==> src/rtl/fifo_rd_stream.sv <==
`default_nettype none
// ============================================================================
// Module   : fifo_rd_stream
// Purpose  : Read-side engine for the 8-entry FIFO. Owns the read pointer,
//            issues reads to the registered-output FIFO memory and presents
//            the returned words as a valid/ready stream through a 2-entry
//            in-order output buffer.
// Revision : 1.0 - initial release
// ============================================================================
module fifo_rd_stream #(
    parameter int DATA_W = 8,
    parameter int ADDR_W = 3
) (
    input  logic              clk,
    input  logic              rst,
    input  logic [ADDR_W:0]   wr_ptr,
    output logic [ADDR_W:0]   rd_ptr,
    output logic [ADDR_W:0]   level,
    output logic              empty,
    output logic              mem_rd_en,
    output logic [ADDR_W-1:0] mem_rd_addr,
    input  logic [DATA_W-1:0] mem_rd_data,
    output logic              m_valid,
    input  logic              m_ready,
    output logic [DATA_W-1:0] m_data
);

    // Two buffer slots; a read may only be launched if the word it returns
    // is guaranteed a slot once it arrives.
    localparam logic [2:0] c_BUF_SLOTS = 3'd2;

    logic [ADDR_W:0]   r_rd_ptr;
    logic              r_inflight;
    logic [1:0]        r_buf_cnt;
    logic [DATA_W-1:0] r_head;
    logic [DATA_W-1:0] r_tail;
    logic              r_m_valid;

    logic              w_empty;
    logic              w_pop;
    logic [2:0]        w_occ;
    logic              w_issue;
    logic [1:0]        w_cnt_nxt;
    logic [DATA_W-1:0] w_head_nxt;
    logic [DATA_W-1:0] w_tail_nxt;

    // Pointer comparison: the wrap bit distinguishes full from empty.
    assign w_empty = (wr_ptr == r_rd_ptr);
    assign w_pop   = r_m_valid & m_ready;

    // Words already committed to the buffer (held or in flight) after this
    // cycle's pop. A pop implies buf_cnt >= 1, so this never underflows.
    assign w_occ   = {1'b0, r_buf_cnt} + {2'b00, r_inflight} - {2'b00, w_pop};
    assign w_issue = ~rst & ~w_empty & (w_occ < c_BUF_SLOTS);

    // Next-state of the in-order output queue for every capture/pop combination.
    always_comb begin
        w_cnt_nxt  = r_buf_cnt;
        w_head_nxt = r_head;
        w_tail_nxt = r_tail;
        unique case ({r_inflight, w_pop})
            2'b01: begin
                w_head_nxt = r_tail;
                w_cnt_nxt  = r_buf_cnt - 2'd1;
            end
            2'b10: begin
                if (r_buf_cnt == 2'd0) begin
                    w_head_nxt = mem_rd_data;
                end else begin
                    w_tail_nxt = mem_rd_data;
                end
                w_cnt_nxt = r_buf_cnt + 2'd1;
            end
            2'b11: begin
                // Head leaves and the new word joins the back; count unchanged.
                if (r_buf_cnt == 2'd1) begin
                    w_head_nxt = mem_rd_data;
                end else begin
                    w_head_nxt = r_tail;
                    w_tail_nxt = mem_rd_data;
                end
            end
            default: begin
            end
        endcase
    end

    // Read pointer, in-flight flag, output queue and registered stream outputs.
    always_ff @(posedge clk) begin
        if (rst) begin
            r_rd_ptr   <= '0;
            r_inflight <= 1'b0;
            r_buf_cnt  <= 2'd0;
            r_head     <= '0;
            r_tail     <= '0;
            r_m_valid  <= 1'b0;
        end else begin
            if (w_issue) begin
                r_rd_ptr <= r_rd_ptr + 1'b1;
            end
            r_inflight <= w_issue;
            r_buf_cnt  <= w_cnt_nxt;
            r_head     <= w_head_nxt;
            r_tail     <= w_tail_nxt;
            r_m_valid  <= (w_cnt_nxt != 2'd0);
        end
    end

    assign rd_ptr      = r_rd_ptr;
    assign level       = wr_ptr - r_rd_ptr;
    assign empty       = w_empty;
    assign mem_rd_en   = w_issue;
    assign mem_rd_addr = r_rd_ptr[ADDR_W-1:0];
    assign m_valid     = r_m_valid;
    assign m_data      = r_head;

endmodule
`default_nettype wire

==> config.mk <==
export PLATFORM = sky130hd
export DESIGN_NAME = fifo_rd_stream
export DESIGN_NICKNAME = d
export VERILOG_FILES = /design/src/rtl/fifo_rd_stream.sv
export SDC_FILE = /design/constraint.sdc
export NUM_CORES = 1
export LEC_CHECK = 0
export ABC_AREA = 1
export BUFFER_PORTS_ARGS = -buffer_cell sky130_fd_sc_hd__buf_4
export CAP_MARGIN = 20
export CORE_MARGIN = 1.5
export CORE_UTILIZATION = 50
export CTS_CLUSTER_SIZE = 28
export DETAILED_ROUTE_END_ITERATION = 10
export GPL_TIMING_DRIVEN = 0
export HOLD_SLACK_MARGIN = 0.08
export PLACE_DENSITY = 0.84
export RECOVER_POWER = 50
export SETUP_SLACK_MARGIN = 0.2
export SLEW_MARGIN = 20
export SYNTH_ARGS = -nofsm -noshare
export SYNTH_HDL_FRONTEND = slang
export SYNTH_SLANG_ARGS = --single-unit
export TNS_END_PERCENT = 5
==> constraint.sdc <==
create_clock -name clk -period 2.2 [get_ports clk]
set_input_delay 0.22 -clock clk [delete_from_list [all_inputs] [get_ports clk]]
set_output_delay 0.22 -clock clk [all_outputs]
set_load 0.01 [all_outputs]
# Word level (Yosys, flattened, before mapping)
# Cells that the tools add are included.
# Widths: inputs -> output; s select.
dict set report word_totals {
  input_bits 15
  register_bits 24
  out_inout_bits 22
  wordCells 39
}
dict set report op_classes {
  n_bitwise 5
  n_addsub 6
  n_reduce_logical 6
  n_mux 7
  eq_ne 8
  n_lt_le_gt_ge 1
}
# operator n
set op_table {}
lappend op_table {{$mux 8} 4}
lappend op_table {{$pmux 8 s3} 1}
lappend op_table {{$pmux 8 s2} 1}
lappend op_table {{$ne 2x2->1 const B} 3}
lappend op_table {{$add 4x1->4 const B} 1}
lappend op_table {{$eq 2x1->1 const B} 2}
lappend op_table {{$eq 2x2->1 const B} 2}
lappend op_table {{$eq 4x4->1} 1}
lappend op_table {{$pmux 2 s2} 1}
lappend op_table {{$reduce_bool 2->1} 2}
lappend op_table {{$sub 4x4->4} 1}
lappend op_table {{$add 2x1->3} 1}
lappend op_table {{$and 1x1->1} 3}
lappend op_table {{$lt 3x2->1 const B} 1}
lappend op_table {{$reduce_and 3->1} 1}
lappend op_table {{$reduce_bool 3->1} 1}
lappend op_table {{$sub 3x1->3} 1}
lappend op_table {{$add 2x1->2 const B} 1}
lappend op_table {{$logic_not 2->1} 1}
lappend op_table {{$not 1->1} 2}
lappend op_table {{$reduce_and 2->1} 1}
lappend op_table {{$sub 2x1->2 const B} 1}

# Depth between registers and ports, before layout
dict set report depth {
  ltp_word 4
  ltp_mapped 12
  ltp_nobuf 12
}

# Worst setup path after synthesis
# No wires, ideal clock.
dict set report synth_path {
  path_type {flip-flop to output port}
  start {reg r_m_valid, in the netlist m_valid}
  end {out mem_rd_en}
  t_required_ns 1.980
  t_arrival_ns 1.735
  stages_incl_launch_ff 11
  slack_ns 0.245
  n_path_buf 0
  path_cell_list {dfxtp_1 nand2_4 xor2_1 nand2_1 fa_1 inv_1 nor2_1 nand2_1 nor2_2 nand2_2 inv_1}
}
dict set report synth_between {
  elab_chain_len 4
}
# item line_no
set synth_rtl {}
lappend synth_rtl {{start: declaration} 37} ;# logic r_m_valid;
lappend synth_rtl {{start signal: assignment} 105} ;# r_m_valid <= (w_cnt_nxt != 2'd0);
lappend synth_rtl {{$and 1x1->1} 49} ;# assign w_pop = r_m_valid & m_ready;
lappend synth_rtl {{$sub 3x1->3} 53} ;# assign w_occ = {1'b0, r_buf_cnt} + {2'b00, r_inflight} - {2'b00, w_pop};
lappend synth_rtl {{$lt 3x2->1} 54} ;# assign w_issue = ~rst & ~w_empty & (w_occ < c_BUF_SLOTS);
lappend synth_rtl {{$and 1x1->1} 54}
lappend synth_rtl {{end: declaration} 20} ;# output logic mem_rd_en,
# Every way passes these cells.

# Worst setup path after layout
# Same ends and word-level chain as after synthesis.

==> impl_metrics.yaml <==
status:
  result_of_the_run: "complete, but fails checks"
  violations: "negative setup slack"
sta:
  fin_setup_tns_ns: -0.0487
  finalWorstPathRequiredPeriod_ns: 2.25
  report.final.hold_viol_count: 0
  maxSlewViolCount: 0
  setup_repair_after_global_routing_missed_its_margin: "true"
  pnr_worst_setup_slack_ns: -0.0487
  maxSlewHeadroom: 0.685
  worst_pin_slew_ns: 0.472
  finalSetupViolCount: 1
  finClkSkew_ns: 0.0136
  timing.hold.ws_ns: 0.137
  timing.fmax_mhz: 445
  final.period_utilization: 1.02
power:
  power.clock.fraction: 0.138
  power_density_nw_per_um2: 1270
  peakVddDrop_mv: 0.914
  power_report.internal_total_mw: 1.42
  cellLeakagePower_nw: 0.969
  p_seq_frac: 0.289
  p_sw_frac: 0.395
  power_mw: 2.35
  share_comb_of_total_power: 0.572
  power_spent_charging_and_discharging_nets_uw: 927
floorplanning:
  boundaryPins: 37
  vertical_extent_of_the_die_microns: 56.0
  die_w_microns: 56.0
  die-area_sq_um: 3130
  floorplan_row_count: 19
  core_area_sq_um: 2710
  starting_density: 0.518
flow_run:
  maximum_capacitance_violations: 0
logic_synthesis:
  post_synth_main_area_contributors: "sky130_fd_sc_hd__dfxtp_1, sky130_fd_sc_hd__nand3_1, sky130_fd_sc_hd__nand2_1, sky130_fd_sc_hd__inv_1, sky130_fd_sc_hd__ha_1"
  synth-adder-area-share: 0.0821
  synth_top_cell_area_share: 0.343
  postSynthRegisterBits: 24
  synth.net_count: 215
  post_synth_and_or_nand_nor_area_fraction: 0.378
  postSynth.topFlopCell: "sky130_fd_sc_hd__dfxtp_1"
  library_cell_with_the_largest_summed_area_after_synthesis: "sky130_fd_sc_hd__dfxtp_1"
  synth.cell_area_sq_um: 1400
  yosys_warnings: 0
  top_cells_by_instance_count_after_synthesis: "sky130_fd_sc_hd__nand2_1, sky130_fd_sc_hd__nand3_1, sky130_fd_sc_hd__inv_1, sky130_fd_sc_hd__dfxtp_1, sky130_fd_sc_hd__nor2_1"
  synth.mux.area_fraction: 0
  ys_async_sr_fraction: 0
  synth_xor_xnor_area_share: 0.0250
  synth.distinct_cells: 24
  compound_cell_area_share_of_the_yosys_netlist: 0.0500
  synth_edf_count: 0
  synth_sequential_area_ratio: 0.343
  syn-mean-instance-area_sq_um: 7.31
  combinational_family_with_the_most_area_after_synthesis: "simple AND/OR/NAND/NOR gates"
  post_synth_inst_count: 192
global_routing:
  globalRoute.totalOverflow: 0
  grt_first_pass_wirelength_microns: 5200
  number_of_antenna_violations_at_the_first_check_in_global_routing: 0
  number_of_global_route_vias_before_repair: 1219
  grt_start_max_net_pins: 15
  grt.total_usage: 0.209
clock_tree:
  cts.hold.buffers_added: 0
  tritoncts_clock_tree: "yes"
  cts_buffer_depth: 2
  clk_pin_slew_worst_setup_hold_paths_ns: 0.14
  numCtsBuffers: 3
  worst_skew_pair.late_latency_ns: 0.33
  clockRootBuffer: "sky130_fd_sc_hd__clkbuf_4"
  cts_num_sinks: 24
  maximum_level_of_the_cts_h_tree: 1
placement:
  routabilityCongestion: 0.808
  numPortBuffers: 36
  hpwlAfterDp_microns: 2100
  placed_cells_incl_taps: 259
min_path:
  hold_crit_path_type: "in -> reg"
  whs_path_depth: 3
  worstHoldStart: "mem_rd_data[1]"
  holdPathEnd: "r_tail[1]$_SDFFE_PP0P_"
routing:
  dr_total_vias: 1330
  drt_pass1_iterations: 4
  drt_first_iter_violations: 42
  avg_wl_per_cell_microns: 11.4
  drt.antenna.violating_nets: 0
  drc: 0
  detail_route.vias_per_cell: 4.93
  totalWireLength_microns: 3080
critical_path:
  worstRegToRegCells: 13
  endpoint_kind: "primary output"
  regToRegSetupSlack_ns: 0.20
  criticalPathCategory: "reg -> out"
  cp-start-kind: "register"
  timing.critical_path.fanout_max: 2
  critPathRequiredTime_ns: 1.98
  cp.arrival_ns: 2.03
  r2r-end: "rd_ptr[1]$_SDFFE_PP0P_"
  rr_startpoint: "m_valid$_SDFF_PP0_"
layout:
  finish.net_count: 263
  drive_gt1_frac: 0.351
  area.growth.synth_to_final_pct: 32.1
  n_antenna_cell: 0
  stdcell_count: 270
  filler_cell_count: 242
==> layout make-up <==
type | instances | area (sq um) | share of cell area
well taps | 31 | 38.8 | 0.0209
clock inverters | 1 | 30.0 | 0.0162
flip-flops and latches | 24 | 489 | 0.264
inverters | 30 | 113 | 0.0608
clock buffers | 3 | 22.5 | 0.0122
repair buffers | 43 | 327 | 0.176
plain buffers | 8 | 68.8 | 0.0371
multi-input cells | 130 | 764 | 0.413
==> power groups by stage <==
stage / Clock [mW] / Combinational (mW) / Sequential, mW
finish: 0.324 / 1.34 / 0.679
global route: 0.354 / 1.49 / 0.695
CTS: 0.332 / 1.33 / 0.676
detailed placement: 0 / 1.21 / 0.685
global placement: 0 / 1.18 / 0.679
floorplan: 0 / 0.790 / 0.709
==> cells by family (layout without fill, tap and decap cells) <==
group | Yosys count | after routing
AO/OA/AOI/OAI | 14 | 14
XOR/XNOR | 4 | 4
adder cells (fa/ha/maj) | 8 | 8
buffers and inverters | 38 | 85
flip-flops | 24 | 24
AND/OR/NAND/NOR | 104 | 104
==> per-stage QoR <==
stage | utilization | setup WS (ns) | cell area [sq um]
after detailed placement | 0.632 | 0.0157 | 1710
after CTS | 0.678 | -0.0809 | 1840
final | 0.684 | -0.0487 | 1850
after global routing | 0.684 | -0.195 | 1850
after global placement | 0.632 | 0.0639 | 1710
after floorplan | - | 0.245 | 1400
==> sequential cells by signal (all words and copies together) (netlist names) <==
| name | flops |
|---|---|
| r_buf_cnt | 2 |
| r_tail | 8 |
| r_inflight | 1 |
| m_valid | 1 |
| rd_ptr | 4 |
| m_data | 8 |
==> per-layer routing <==
metal  track usage  part of all wire  vias up
met3        0.0535             0.036        4
li1              -                 -      698
met1         0.264              0.44      606
met2         0.346              0.51       22
met5             0                 0        -
met4        0.0714            0.0081        0
==> repair_timing <==
| action | 4_1_cts | 5_1_grt |
|---|---|---|
| setup endpoints to repair | 6 | 8 |
| setup buffers | 7 | 0 |
| resized for setup | 8 | 8 |
| pin swaps | 3 | 1 |
==> critical path, stage by stage, from the launching register on <==
cell and delay [ns]:
sky130_fd_sc_hd__dfxtp_2 0.36, sky130_fd_sc_hd__nand2_4 0.07, sky130_fd_sc_hd__xor2_2 0.17, sky130_fd_sc_hd__nand2_2 0.08
sky130_fd_sc_hd__fa_1 0.48, sky130_fd_sc_hd__inv_1 0.04, sky130_fd_sc_hd__nor2_1 0.07, sky130_fd_sc_hd__nand2_1 0.06
sky130_fd_sc_hd__nor2_2 0.14, sky130_fd_sc_hd__nand2_2 0.09, sky130_fd_sc_hd__inv_2 0.05, sky130_fd_sc_hd__buf_6 0.09
==> placed cells by master, fill, tap and decap left out, types with 2 or more instances in the layout <==
master                     Yosys  routed
sky130_fd_sc_hd__nand2_4       6       6
sky130_fd_sc_hd__inv_1        27      25
sky130_fd_sc_hd__a21oi_1      11      10
sky130_fd_sc_hd__buf_6         2       3
sky130_fd_sc_hd__nand3_1      36      36
sky130_fd_sc_hd__ha_1          6       6
sky130_fd_sc_hd__fa_1          2       2
sky130_fd_sc_hd__dfxtp_1      24      19
sky130_fd_sc_hd__buf_4         3      45
sky130_fd_sc_hd__clkbuf_4      0       3
sky130_fd_sc_hd__or2_0         2       2
sky130_fd_sc_hd__nand2_2       2       3
sky130_fd_sc_hd__or2_2         6       6
sky130_fd_sc_hd__nor2_1       12      12
sky130_fd_sc_hd__xor2_1        3       2
sky130_fd_sc_hd__inv_2         3       5
sky130_fd_sc_hd__nand2_1      36      35
sky130_fd_sc_hd__o21ai_0       3       2
sky130_fd_sc_hd__dfxtp_2       0       4
==> worst max-delay path by stage <==
stage                           from   endpoint  cells after the start
4_1_cts           m_valid$_SDFF_PP0_  mem_rd_en                     11
3_5_place_dp   r_inflight$_SDFF_PP0_  mem_rd_en                     11
6_report          m_valid$_SDFF_PP0_  mem_rd_en                     11
5_1_grt           m_valid$_SDFF_PP0_  mem_rd_en                     11
3_3_place_gp   r_inflight$_SDFF_PP0_  mem_rd_en                     11
2_1_floorplan     m_valid$_SDFF_PP0_  mem_rd_en                     10
Note: power is estimated with default switching activity, not from simulation.
